`config.mk`:
```
export PLATFORM = sky130hd
export DESIGN_NAME = instr_fetch
export DESIGN_NICKNAME = d
export VERILOG_FILES = /design/src/rtl/instr_fetch_pkg.sv /design/src/rtl/instr_fetch_fetch_fifo.sv /design/src/rtl/instr_fetch.sv
export SDC_FILE = /design/constraint.sdc
export NUM_CORES = 1
export LEC_CHECK = 0
export CAP_MARGIN = 20
export CORE_AREA = 2 2 135 137
export DETAILED_ROUTE_END_ITERATION = 8
export DIE_AREA = 0 0 137 139
export PLACE_DENSITY = 0.75
export SETUP_SLACK_MARGIN = 0.15
export SLEW_MARGIN = 20
export SYNTH_ARGS = -nofsm -noshare
export SYNTH_HDL_FRONTEND = slang
export SYNTH_SLANG_ARGS = --single-unit
```
`constraint.sdc`:
```
create_clock -name clk -period 4.5 [get_ports clk]
set_clock_uncertainty 0.1 [all_clocks]
set_input_delay 0.45 -clock clk [delete_from_list [all_inputs] [get_ports clk]]
set_output_delay 0.45 -clock clk [all_outputs]
set_load 0.02 [all_outputs]
```
`src/rtl/instr_fetch_pkg.sv`:
```
// Shared CPU fetch constants: FSM encodings, NOP word, PC stride and the
// {pc, instr} record carried through the fetch FIFO.
package instr_fetch_pkg;

  typedef enum logic [1:0] {
    FETCH = 2'd0,
    WAIT  = 2'd1,
    DRAIN = 2'd2
  } fetch_state_e;

  localparam logic [31:0] NOP_WORD = 32'h0000_0000;
  localparam logic [31:0] PC_INC   = 32'd4;

  typedef struct packed {
    logic [31:0] pc;
    logic [31:0] instr;
  } fetch_entry_t;

endpackage

```
`src/rtl/instr_fetch_fetch_fifo.sv`:
```
// Two-entry {pc, instr} queue between imem and decode. Flush beats push/pop;
// push+pop in one cycle is legal whenever the queue holds something.
module fetch_fifo
  import instr_fetch_pkg::*;
(
  input  logic         clk,
  input  logic         reset,
  input  logic         push_i,
  input  logic         pop_i,
  input  logic         flush_i,
  input  fetch_entry_t wdata_i,
  output fetch_entry_t head_o,
  output logic         full_o,
  output logic         empty_o
);

  fetch_entry_t mem_q [2];
  logic         wr_ptr_q, rd_ptr_q;
  logic [1:0]   count_q;
  logic         do_push, do_pop;

  assign empty_o = (count_q == 2'd0);
  assign full_o  = (count_q == 2'd2);
  assign do_pop  = pop_i && !empty_o;
  // A full queue still accepts a push when the head leaves in the same cycle.
  assign do_push = push_i && (!full_o || do_pop);
  assign head_o  = mem_q[rd_ptr_q];

  always_ff @(posedge clk) begin
    if (reset || flush_i) begin
      wr_ptr_q <= 1'b0;
      rd_ptr_q <= 1'b0;
      count_q  <= 2'd0;
    end else begin
      if (do_push) wr_ptr_q <= ~wr_ptr_q;
      if (do_pop)  rd_ptr_q <= ~rd_ptr_q;
      count_q <= count_q + {1'b0, do_push} - {1'b0, do_pop};
    end
  end

  always_ff @(posedge clk) begin
    if (do_push) mem_q[wr_ptr_q] <= wdata_i;
  end

endmodule

```
`src/rtl/instr_fetch.sv`:
```
// Instruction fetch: one outstanding imem request, 2-deep prefetch queue,
// redirect flushes the queue and drains any in-flight response.
module instr_fetch
  import instr_fetch_pkg::*;
#(
  parameter logic [31:0] RESET_PC = 32'h0000_0000
) (
  input  logic        clk,
  input  logic        reset,
  output logic        imem_req,
  output logic [31:0] imem_addr,
  input  logic        imem_ack,
  input  logic [31:0] imem_rdata,
  input  logic        redirect,
  input  logic [31:0] redirect_pc,
  input  logic        stall,
  output logic [31:0] instr,
  output logic [31:0] instr_pc,
  output logic        instr_valid
);

  fetch_state_e state_q, state_d;
  logic [31:0]  fetch_pc_q, fetch_pc_d;
  logic [31:0]  req_addr_q, req_addr_d;
  logic         push, pop, room, issue;
  logic         fifo_full, fifo_empty;
  fetch_entry_t head;
  logic         redirect_lsb_unused;

  assign redirect_lsb_unused = &{1'b0, redirect_pc[1:0]};

  always_comb begin
    state_d    = state_q;
    fetch_pc_d = fetch_pc_q;
    req_addr_d = req_addr_q;
    pop  = !fifo_empty && !stall && !redirect;
    push = (state_q == WAIT) && imem_ack && !redirect;
    // Room means post-push/pop occupancy stays below two.
    room  = push ? (pop ? !fifo_full : fifo_empty) : (pop || !fifo_full);
    issue = !redirect && ((state_q == FETCH) || push) && room;
    unique case (state_q)
      FETCH: ;
      WAIT: begin
        if (redirect)                  state_d = imem_ack ? FETCH : DRAIN;
        else if (imem_ack && !issue)   state_d = FETCH;
      end
      DRAIN: if (imem_ack) state_d = FETCH;
      default: state_d = FETCH;
    endcase
    if (redirect) fetch_pc_d = {redirect_pc[31:2], 2'b00};
    if (issue) begin
      state_d    = WAIT;
      req_addr_d = fetch_pc_q;
      fetch_pc_d = fetch_pc_q + PC_INC;
    end
  end

  always_ff @(posedge clk) begin
    if (reset) begin
      state_q    <= FETCH;
      fetch_pc_q <= RESET_PC;
      req_addr_q <= RESET_PC;
    end else begin
      state_q    <= state_d;
      fetch_pc_q <= fetch_pc_d;
      req_addr_q <= req_addr_d;
    end
  end

  fetch_fifo u_fifo (
    .clk     (clk),
    .reset   (reset),
    .push_i  (push),
    .pop_i   (pop),
    .flush_i (redirect),
    .wdata_i ('{pc: req_addr_q, instr: imem_rdata}),
    .head_o  (head),
    .full_o  (fifo_full),
    .empty_o (fifo_empty)
  );

  assign imem_req    = issue && !reset;
  assign imem_addr   = fetch_pc_q;
  assign instr_valid = !fifo_empty;
  assign instr       = instr_valid ? head.instr : NOP_WORD;
  assign instr_pc    = instr_valid ? head.pc    : NOP_WORD;

endmodule

```
==> run_results.csv <==
group,metric,value,unit
worst_setup_path,cp.arrival,2750,ps
power_and_ir_drop,combPwrFrac,0.077,
die,start_util,0.447,
die,die_y,139,µm
sta,hold_viol,0,
route,vias,5692,
placement,dp_hpwl,11600,µm
grt,grt-ovfl-total,0,
sta,setup_tns,0,ps
placement,dp_cells,1038,
cts,cts_hold_repair.buffers,0,
worst_setup_path,crit_path_end_kind,"output port",
synthesis,synth-adder-area-share,0.00475,
route,detailedRoute.firstPassIterationCount,5,
sta,period_share,0.733,
synthesis,synthMuxAreaShare,0.0813,
die,rows,49,
placement,io_buffers,160,
final_layout,num_antenna_cells,0,
cts,cts_root_buf,"clkbuf_16",
cts,cts_sinks,191,
cts,cts_tree,"built",
synthesis,yosys.area.top_type,"edfxtp_1",
worst_setup_path,reg2reg_from,"imem_addr[5]$_SDFFE_PP0P_",
worst_setup_path,rr_endpoint,"imem_addr[26]$_SDFFE_PP0P_",
job,maxCapViolations,0,
synthesis,synthArstFlopShare,0,
grt,grt_max_degree,63,
worst_setup_path,crit_fanout,18,
route,wirelength,17800,µm
cts,cts_buffers,17,
min_path,min_path_cells,0,
synthesis,synth_compound_area_frac,0.0846,
worst_setup_path,crit_path_start,"redirect",
route,drtIter0Drc,386,
synthesis,avgSynthCellArea,11.7,µm²
cts,h-tree-depth,4,
synthesis,synth.area.top_cells,"edfxtp_1 (47%), dfxtp_1 (17%), mux2i_1 (8.0%), nand2_1 (4.8%), nor2_1 (3.6%)",
worst_setup_path,r2r_setup_slack,1810,ps
synthesis,syn_inst,677,
synthesis,ys_seq_area_frac,0.641,
power_and_ir_drop,leakagePower,0.00325,µW
cts,ctsResizeCount,0,
route,vias_per_cell,5.31,
cts,clock_path_buffers,2,
power_and_ir_drop,p_int,2800,µW
synthesis,synth_edf_count,124,
sta,relSlewSlack,0.391,
die,dieArea,19000,µm²
sta,drv_slew,0,
synthesis,ys.flop_type,"edfxtp_1",
outcome,outcome,"finished clean",
sta,min_period,3300,ps
synthesis,synth_top_cell_area_share,0.471,
worst_setup_path,reg2reg_depth,5,
sta,rsz0062_at_grt,"no",
power_and_ir_drop,switching_share,0.237,
sta,max_freq,0.303,GHz
route,wl_per_cell,16.7,µm
final_layout,finalNetCount,901,
worst_setup_path,required,3950,ps
power_and_ir_drop,power_frac_seq,0.530,
sta,setup_viol,0,
final_layout,nFillCells,1493,
min_path,worstHoldStart,"req_addr_q[8]$_SDFFE_PP0N_",
power_and_ir_drop,p_clk_frac,0.393,
sta,max_slew.worst_pin.slew,913,ps
min_path,hold_path_end,"u_fifo.mem_q[0][40]$_DFFE_PP_",
power_and_ir_drop,p_switching,867,µW
die,die_w,137,µm
synthesis,synth_cell_type_count,60,
route,drc,0,
final_layout,drive_gt1_frac,0.0713,
placement,place_congestion,0.853,
final_layout,syn2layout_area_growth,30.1,%
power_and_ir_drop,p_per_area,356,nW/µm²
synthesis,yosys.area_share.simple,0.145,
cts,post_cts_buffers,0,
synthesis,synth_top_family_by_area,"simple AND/OR/NAND/NOR gates",
grt,grt_pass1_wl,28100,µm
die,core_region_area,17700,µm²
route,ant_nets,0,
worst_setup_path,path_class,"primary input to output port",
die,ios,167,
synthesis,yosysWarningCount,0,
min_path,hold_class,"flop to flop",
synthesis,synth_xor_area_frac,0.00665,
cts,path_clk_slew,70,ps
grt,antenna_found_initial,0,
synthesis,synth.ff_latch_count,191,
sta,fin_hold_ws,353,ps
worst_setup_path,critPathLaunchType,"primary input",
grt,grt_usage,0.190,
synthesis,syn_area,7900,µm²
power_and_ir_drop,vdd_ir_drop_max,0.000272,V
final_layout,stdcell_count,1071,
cts,insertion_delay,430,ps
grt,grt_pass1_vias,5355,
==> per-stage QoR <==
step / total power, µW / area, µm² / utilization / setup WS [ps]
after global routing: 3800 / 10300 / 0.582 / 1100
after detailed placement: 2260 / 9680 / 0.548 / 1110
after floorplan: 2120 / 7910 / - / 883
final: 3660 / 10300 / 0.582 / 1200
after global placement: 2260 / 9680 / 0.548 / 1130
after CTS: 3690 / 10300 / 0.581 / 1260
==> how the worst max path moves through the flow <==
stage                     slack (ps)                             to
after floorplan                  880   u_fifo.mem_q[0][0]$_DFFE_PP_
after global placement          1130  u_fifo.mem_q[0][53]$_DFFE_PP_
after detailed placement        1110  u_fifo.mem_q[0][51]$_DFFE_PP_
after CTS                       1260                       imem_req
after global routing            1100                       imem_req
final                           1200                       imem_req
==> worst max-delay path, cell delays in order <==
cell and delay (ps):
clkdlybuf4s50_1 450, buf_4 240, or2_2 280, o32a_1 310, nand3_2 120, nor2_1 220, clkdlybuf4s50_1 660
==> sequential cells by signal, summed over array words and instances (netlist names), named ones only <==
name and cells:
req_addr_q 30, u_fifo.mem_q 124, u_fifo.wr_ptr_q 1, u_fifo.count_q 2
state_q 2, imem_addr 30, u_fifo.rd_ptr_q 1
==> area by class of cell <==
type,count,area (µm²),share of cell area
clock buffer,18,450,0.0438
inverter,12,45.0,0.00438
sequential,191,5070,0.493
multi-input combinational,435,2590,0.252
clock inverter,14,118,0.0114
tap,229,287,0.0279
timing repair buffer,172,1720,0.167
==> routing by layer <==
layer / part of all wire / GRT usage / up-vias
li1: - / - / 2781
met1: 0.42 / 0.253 / 2662
met2: 0.48 / 0.305 / 232
met3: 0.086 / 0.0471 / 17
met4: 0.014 / 0.0619 / 0
met5: 0 / 0 / -
==> layout by cell type, fill, tap and decap left out, types with 5 or more instances in the layout <==
| master | instances |
|---|---|
| a21oi_1 | 45 |
| a31oi_1 | 15 |
| and3_1 | 5 |
| buf_4 | 10 |
| clkbuf_16 | 18 |
| clkdlybuf4s50_1 | 159 |
| dfxtp_1 | 66 |
| edfxtp_1 | 124 |
| inv_1 | 11 |
| inv_6 | 6 |
| mux2i_1 | 63 |
| nand2_1 | 100 |
| nand3_1 | 13 |
| nand4_1 | 8 |
| nor2_1 | 74 |
| nor3_1 | 10 |
| nor4_1 | 8 |
| o211ai_1 | 6 |
| o21ai_0 | 10 |
| o311ai_0 | 7 |
| or3_1 | 6 |
| or4_1 | 6 |
==> power groups by stage <==
stage          logic, µW  clock network [µW]  registers [µW]
2_1_floorplan        126                   0            1990
3_3_place_gp         276                   0            1980
3_5_place_dp         282                   0            1980
4_1_cts              283                1470            1940
5_1_grt              306                1540            1950
6_report             281                1440            1940
==> cells by family after synthesis <==
kind of cell / after synthesis
compound gates: 106
xor+xnor: 6
fa+ha+maj: 3
buf+inv: 54
flops: 191
mux: 64
other cells: 1
simple gates: 252
==> Yosys cell counts (7+ instances only) <==
| cell | instances |
|---|---|
| a31oi_1 | 15 |
| dfxtp_1 | 67 |
| nor2_1 | 75 |
| nor3_1 | 10 |
| nand2_1 | 100 |
| o311ai_0 | 7 |
| o21ai_0 | 10 |
| a21oi_1 | 45 |
| edfxtp_1 | 124 |
| mux2i_1 | 63 |
| inv_1 | 11 |
| clkbuf_1 | 20 |
| nand3_1 | 14 |
| nand4_1 | 8 |
| nor4_1 | 8 |
Power figures use the tool's default switching activity.
